**src/rtl/fifo_arb_pkg.sv**
```systemverilog
// fifo_arb_pkg: shared types and defaults for the FIFO write arbiter.
//   state_t   : arbiter FSM encoding (IDLE / OWN)
//   *_DEF     : default parameter values used by fifo_wr_arbiter and rr_pick
//   idx_w()   : width of an index into n items (minimum 1 bit)
package fifo_arb_pkg;

  typedef enum logic {
    IDLE = 1'b0,
    OWN  = 1'b1
  } state_t;

  localparam int NREQ_DEF      = 4;
  localparam int DW_DEF        = 8;
  localparam int DEPTH_DEF     = 8;
  localparam int CNT_W_DEF     = 4;
  localparam int MAX_BURST_DEF = 4;

  function automatic int idx_w(input int n);
    return (n > 1) ? $clog2(n) : 1;
  endfunction

endpackage

```
**src/rtl/fifo_wr_arbiter_rr_pick.sv**
```systemverilog
// rr_pick: combinational round-robin picker.
//   req     [NREQ-1:0]  : request vector
//   rr_last [IDX_W-1:0] : index of the most recently served requester
//   winner  [IDX_W-1:0] : first requester found searching upward from rr_last+1, wrapping
//   any                 : at least one request bit is high
module rr_pick
  import fifo_arb_pkg::*;
#(
  parameter int NREQ  = NREQ_DEF,
  parameter int IDX_W = idx_w(NREQ)
) (
  input  logic [NREQ-1:0]  req,
  input  logic [IDX_W-1:0] rr_last,
  output logic [IDX_W-1:0] winner,
  output logic             any
);

  logic [IDX_W-1:0] idx_c;

  // The scan starts one past the last winner, so the first hit is the fair choice.
  always_comb begin
    winner = '0;
    any    = 1'b0;
    idx_c  = '0;
    for (int i = 1; i <= NREQ; i++) begin
      idx_c = IDX_W'((int'(rr_last) + i) % NREQ);
      if (!any && req[idx_c]) begin
        any    = 1'b1;
        winner = idx_c;
      end
    end
  end

endmodule

```
**src/rtl/fifo_wr_arbiter.sv**
```systemverilog
// fifo_wr_arbiter: grants one of NREQ writers ownership of a FIFO write port
// and forwards its beats as registered push strobes.
//   clk, rst            : clock, synchronous active-high reset
//   req  [NREQ-1:0]     : per-writer valid
//   din  [NREQ*DW-1:0]  : per-writer data, writer i at [i*DW +: DW]
//   gnt  [NREQ-1:0]     : per-writer ready (one-hot or zero)
//   fifo_full, fifo_cnt : FIFO status used for back-pressure
//   wr_en, buf_in       : registered FIFO push strobe and data
//   busy                : high while a writer owns the port
// Build option: define FIFO_ARB_BURST_EN to let an owner push up to MAX_BURST
// beats per ownership; otherwise every ownership is a single beat.
module fifo_wr_arbiter
  import fifo_arb_pkg::*;
#(
  parameter int NREQ      = NREQ_DEF,
  parameter int DW        = DW_DEF,
  parameter int DEPTH     = DEPTH_DEF,
  parameter int CNT_W     = CNT_W_DEF,
  parameter int MAX_BURST = MAX_BURST_DEF
) (
  input  logic               clk,
  input  logic               rst,
  input  logic [NREQ-1:0]    req,
  input  logic [NREQ*DW-1:0] din,
  output logic [NREQ-1:0]    gnt,
  input  logic               fifo_full,
  input  logic [CNT_W-1:0]   fifo_cnt,
  output logic               wr_en,
  output logic [DW-1:0]      buf_in,
  output logic               busy
);

  localparam int IDX_W = idx_w(NREQ);

  state_t           state, state_nxt;
  logic [IDX_W-1:0] owner, rr_last, pick_idx;
  logic             pick_any;
  logic [CNT_W:0]   occ_nxt;
  logic             stall, own_req, xfer, last_beat, release_own;

  rr_pick #(
    .NREQ  (NREQ),
    .IDX_W (IDX_W)
  ) u_pick (
    .req     (req),
    .rr_last (rr_last),
    .winner  (pick_idx),
    .any     (pick_any)
  );

  // The beat pushed last cycle may not be visible in fifo_cnt yet, so count it.
  assign occ_nxt = {1'b0, fifo_cnt} + {{CNT_W{1'b0}}, wr_en};
  assign stall   = fifo_full | (int'(occ_nxt) >= DEPTH);
  assign own_req = req[owner];
  assign xfer    = (state == OWN) && own_req && !stall;
  assign busy    = (state == OWN);

`ifdef FIFO_ARB_BURST_EN
  localparam int BEAT_W = idx_w(MAX_BURST);
  logic [BEAT_W-1:0] beat_cnt;
  assign last_beat = (beat_cnt == BEAT_W'(MAX_BURST - 1));
`else
  assign last_beat = 1'b1;
`endif

  // A stall never releases; only the final beat or a dropped request does.
  assign release_own = (state == OWN) && ((xfer && last_beat) || !own_req);

  always_comb begin
    state_nxt = state;
    case (state)
      IDLE:    if (pick_any) state_nxt = OWN;
      OWN:     if (release_own) state_nxt = IDLE;
      default: state_nxt = IDLE;
    endcase
  end

  always_comb begin
    gnt = '0;
    if (xfer) gnt[owner] = 1'b1;
  end

  // p0 -> p1: control registers and the push strobe
  always_ff @(posedge clk) begin
    if (rst) begin
      state   <= IDLE;
      owner   <= '0;
      rr_last <= IDX_W'(NREQ - 1);
      wr_en   <= 1'b0;
`ifdef FIFO_ARB_BURST_EN
      beat_cnt <= '0;
`endif
    end else begin
      state <= state_nxt;
      wr_en <= xfer;
      if (state == IDLE && pick_any) owner <= pick_idx;
      if (release_own) rr_last <= owner;
`ifdef FIFO_ARB_BURST_EN
      if (release_own)  beat_cnt <= '0;
      else if (xfer)    beat_cnt <= beat_cnt + 1'b1;
`endif
    end
  end

  // p0 -> p1: push data, held between transfers
  always_ff @(posedge clk) begin
    if (rst)       buf_in <= '0;
    else if (xfer) buf_in <= din[owner*DW +: DW];
  end

endmodule

```
**config.mk**
```make
export PLATFORM = sky130hd
export DESIGN_NAME = fifo_wr_arbiter
export DESIGN_NICKNAME = d
export VERILOG_FILES = /design/src/rtl/fifo_arb_pkg.sv /design/src/rtl/fifo_wr_arbiter_rr_pick.sv /design/src/rtl/fifo_wr_arbiter.sv
export SDC_FILE = /design/constraint.sdc
export NUM_CORES = 1
export LEC_CHECK = 0
export ABC_AREA = 1
export CAP_MARGIN = 20
export CORE_AREA = 2 2 68 70
export CTS_CLUSTER_SIZE = 14
export DETAILED_ROUTE_END_ITERATION = 10
export DIE_AREA = 0 0 70 72
export SLEW_MARGIN = 30
export SYNTH_ARGS = -nofsm -noshare
export SYNTH_HDL_FRONTEND = slang
export SYNTH_SLANG_ARGS = --single-unit
```
**constraint.sdc**
```tcl
create_clock -name clk -period 1.9 [get_ports clk]
set_input_delay 0.19 -clock clk [delete_from_list [all_inputs] [get_ports clk]]
set_output_delay 0.19 -clock clk [all_outputs]
set_load 0.01 [all_outputs]
```
After elaboration in Yosys (flattened, before gate mapping)
Cells that the tools add are included.
Cells by class
  $mul: 0
  divide/modulo/power cells: 0
  shift-type cells: 1
  $lt $le $gt $ge: 7
  mux-type cells: 24
  bitwise operators: 2
  equal/unequal tests: 0
  $add $sub $neg: 5
  reductions and logical operators: 14
Operators with widths (number)
  32-bit by 6-bit variable part select with 8-bit output: 1
  2-bit by 3-bit less-than comparator with 1-bit output, second input constant: 5
  1-bit 2-to-1 mux: 12
  1-bit binary-select mux with 2-bit select: 5
  1-bit logical AND: 8
  2-bit 2-to-1 mux: 4
  4-bit by 1-bit adder with 5-bit output: 1
  5-bit by 4-bit greater-or-equal comparator with 1-bit output, second input constant: 1
  1-bit zero test: 5
  2-bit by 1-bit adder with 2-bit output, second input constant: 2
  2-bit adder, second input constant: 2
  4-bit 2-to-1 mux: 1
  1-bit demux with 2-bit select: 1
  2-bit by 1-bit greater-or-equal comparator with 1-bit output, second input constant: 1
  1-bit one-hot mux with 2 select lines: 1
  1-bit logical OR: 1
  1-bit NOT: 1
  1-bit OR: 1
Word-level totals
  RAM bits: 0
  latch bits: 0
  memories: 0
  bits in read-only memories: 0
  flip-flop bits (word level): 14

Depth between registers and ports, before layout
  depth in word-level cells: 15
  gate-level depth with buffers: 12

By module
From an unflattened synthesis, not the netlist that was laid out.
Unflattened totals
  cell total of the unflattened synthesis: 213
  area total of the unflattened synthesis: 1255.0 µm²
By module, submodules not included
  fifo_wr_arbiter: cells each 161, instances 1, area an instance 983.4 µm²
  rr_pick: cells each 52, instances 1, area an instance 271.5 µm²

Worst setup path after synthesis
OpenSTA, ideal clock, no wires.
  path type: register to output
  from: reg wr_en
  to: out gnt[0]
  path slack: 0.206 ns
  data arrival time: 1.504 ns
  required time: 1.710 ns
  stages on the path, launching flop included: 7
  cells stage by stage: dfxtp_1 > ha_1 > ha_1 > o21ai_2 > nand3_2 > buf_6 > nor3_2
On the way
  cells in the longest elaborated chain, start to end: 6
Ends and longest elaborated chain
  start, declared: line fifo_wr_arbiter.sv:28  | output logic wr_en,
  start signal, assigned: line fifo_wr_arbiter.sv:95  | wr_en <= xfer;
  4-bit by 1-bit adder with 5-bit output: line fifo_wr_arbiter.sv:52  | assign occ_nxt = {1'b0, fifo_cnt} + {{CNT_W{1'b0}}, wr_en};
  5-bit by 4-bit greater-or-equal comparator with 1-bit output: line fifo_wr_arbiter.sv:53  | assign stall = fifo_full | (int'(occ_nxt) >= DEPTH);
  1-bit OR: line fifo_wr_arbiter.sv:53
  1-bit zero test: line fifo_wr_arbiter.sv:55  | assign xfer = (state == OWN) && own_req && !stall;
  1-bit logical AND: line fifo_wr_arbiter.sv:55
  4-bit 2-to-1 mux: line fifo_wr_arbiter.sv:80  | if (xfer) gnt[owner] = 1'b1;
  end, declared: line fifo_wr_arbiter.sv:25  | output logic [NREQ-1:0] gnt,
No other way between the ends.

Worst setup path in the final report
Ends and elaborated chain as after synthesis.

==> flow_summary.yaml <==
detailed_routing:
  drt_first_pass_iters: 4
  drt_iter0_drc: 46
  drt-total-wl_um: 3720
  vias_per_cell: 4.67
  wl_per_cell_um: 11.8
  postRouteAntennaNets: 0
  route.detailed.drc: 0
  via_count: 1476
critical_path:
  setup.worst_path.end: "gnt[0]"
  worstPathRequired_ns: 1.71
  slowest_delay_ns: 0.33
  rrSetupSlack_ns: 0.26
  r2r_cells: 9
  timing.rr.start: "wr_en"
  worstSetupStartpointType: "flip-flop"
  path_class: "reg -> out"
  cp-end-kind: "output port"
  arrival_ns: 1.66
  crit_chain: "ha_4 > ha_2 > o21ai_2 > nand3_4 > buf_6 > nor3_2 > buf_2"
  timing.rr.end: "buf_in[5]"
  critPathLaunch: "wr_en"
  cp_slowest_cell: "dfxtp_2"
  path_max_fanout: 3
placed_design:
  post_dp_cell_area_sq_um: 1900
  hpwl_um: 2900
  dpl.cell_count: 307
  place_ws_ns: -0.419
  io_buffers: 56
  gp_congestion: 0.737
final_layout:
  stdcell_area_sq_um: 2040
  layout.cells.non_filler: 316
  num_antenna_cells: 0
  areaGrowthSynthToFinish_pct: 72.7
  fin_util_pct: 47.9
  nets: 310
  drive_gt1_share_pct: 22.7
grt:
  grt_pass1_wl_um: 6040
  antenna_found_initial: 0
  grt_max_degree: 11
  track_usage_pct: 14.7
  grt.overflow.total: 0
  grt_util_met3_pct: 4.17
  grt_pass1_vias: 1403
  gr-usage-met1_pct: 19.1
  busiest_layer: "met2"
  met2_usage_pct: 24.7
clocking:
  hold_buffers: 0
  clkSlewWorstSetupHoldPaths_ns: 0.06
  cts_tree: "done"
  cts-root-buf: "clkbuf_8"
  clock_latency_ns: 0.25
  cts.sinks: 14
  cts_made_buffers: 3
  h-tree-depth: 1
  clk_path_buf_depth: 2
logic_synthesis:
  syn_inst: 187
  synth_area_per_cell_sq_um: 6.32
  synth_top_area_cell: "dfxtp_1"
  synth-seq-cells: 14
  yosys.cell_types.count: 24
  synthesis.area_sq_um: 1180
  synth_nets: 232
  yosys_warnings: 0
  seq_area_frac_synth_pct: 23.7
  netlist.area_leader.share_pct: 23.7
  ys_top_cells_by_area: "dfxtp_1 (24%), nand2_1 (18%), nand3_1 (16%), nand4_1 (9.5%), a21oi_1 (4.7%)"
timing:
  period_minus_slack_ns: 1.85
  finalHoldViolations: 0
  clock_skew_ns: 0.00530
  worst_pin_slew_ns: 0.345
  maxSlewHeadroom_pct: 77.0
  fin_ws_ns: 0.0537
  setup_tns_ns: 0
  timing.final.crit_share_pct: 97.2
  rsz0062_at_grt: "yes"
  max_freq_mhz: 542
  maxSlewViolCount: 0
  holdWs_ns: 0.459
  setup_viol: 0
floorplan:
  num_rows: 24
  start_util_pct: 27.7
  die_area_sq_um: 5040
  num_io_pins: 57
  coreArea_sq_um: 4260
  dieWidth_um: 70
  die_y_um: 72
pwr:
  power_mw: 2.11
  power.density_nw_per_um2: 1030
  leakagePower_nw: 0.876
  peakVddDrop_mv: 0.339
worst_hold_path:
  hp-class: "reg -> reg"
run:
  maxCapViolCount: 0
status:
  outcome: "finished clean"
==> worst max-delay path: cells and delay by family, from the launching register on <==
kind                     cells  cell delay (ns)
flip-flops                   1             0.33
AND/OR/NAND/NOR              2             0.25
AO/OA/AOI/OAI                1             0.20
adder cells (fa/ha/maj)      2             0.32
buffers and inverters        2             0.29
==> cell usage after synthesis <==
library cell	count
o2111ai_2	1
nor2_1	7
inv_2	2
inv_1	12
nor2_4	1
a21oi_1	11
nand3_2	2
nor3_4	2
ha_1	2
nand3_1	37
nor3_2	2
buf_2	3
o21ai_1	1
buf_4	4
a21boi_0	1
nand4_1	18
nor2_2	2
buf_6	2
inv_4	1
nand2_2	4
clkbuf_1	1
dfxtp_1	14
o21ai_2	1
nand2_1	56
==> flip-flops by register name, indices dropped and copies added (netlist names) <==
register,cells
buf_in,8
busy,1
owner,2
rr_last,2
wr_en,1
==> cells by family (layout without fill, tap and decap cells) <==
| group | count (synthesis) | after routing | synth area share, % |
|---|---|---|---|
| and+or+nand+nor | 131 | 131 | 55.4 |
| buffers and inverters | 25 | 102 | 11.0 |
| AOI/OAI and AO/OA | 15 | 15 | 7.72 |
| adders and majority gates | 2 | 2 | 2.12 |
| DFF | 14 | 14 | 23.7 |
==> placed cells by master, fill, tap and decap left out <==
cell type / synthesis / routed
nor2_1: 7 / 6
inv_4: 1 / 1
dfxtp_1: 14 / 12
nand2_2: 4 / 5
nor3_4: 2 / 3
nand3_1: 37 / 36
o2111ai_4: 0 / 1
nand4_1: 18 / 18
buf_6: 2 / 2
inv_2: 2 / 2
buf_4: 4 / 25
dfxtp_2: 0 / 2
a21oi_1: 11 / 11
ha_2: 0 / 1
nor3_2: 2 / 1
dlymetal6s2s_1: 0 / 1
a21boi_0: 1 / 1
o21ai_2: 1 / 1
o21ai_1: 1 / 1
ha_4: 0 / 1
clkbuf_8: 0 / 4
nor2_2: 2 / 2
nand3_2: 2 / 2
nand3_4: 0 / 1
buf_2: 3 / 4
inv_1: 12 / 12
nand2_1: 56 / 55
nor2_4: 1 / 2
clkdlybuf4s50_1: 0 / 51
==> layer usage <==
metal | vias to the layer above | part of all wire, %
met5 | - | 0
met4 | 0 | 0.83
met3 | 2 | 7.4
met2 | 43 | 45
met1 | 643 | 47
li1 | 788 | -
==> worst min-delay path by stage <==
stage	startpoint	endpoint	slack [ns]	cells after the start
after floorplan	rst	rr_last[0]	0.33	2
after global placement	buf_in[3]	buf_in[3]	0.45	2
after detailed placement	buf_in[2]	buf_in[2]	0.45	2
after CTS	buf_in[0]	buf_in[0]	0.46	2
after global routing	buf_in[5]	buf_in[5]	0.49	2
final	buf_in[0]	buf_in[0]	0.46	2
==> power by group <==
part / internal (mW) / switching [mW]
clock: 0.184 / 0.107
sequential: 0.351 / 0.0791
combinational: 0.589 / 0.800
total: 1.12 / 0.986
==> layout make-up <==
cell class	count	area [sq um]
clock buffers	4	55.1
inverters	15	58.8
fillers	454	2220
well taps	52	65.1
multi-input cells	148	827
repair buffers	83	753
flip-flops and latches	14	283
==> repair_timing <==
item                                    in CTS  in global routing
cloned                                       0                  0
resized for setup                           18                 13
pin swaps                                    2                  7
setup buffers                                4                  1
endpoints found under the setup margin       4                  4
No activity file was read; power rests on OpenSTA's default activity.
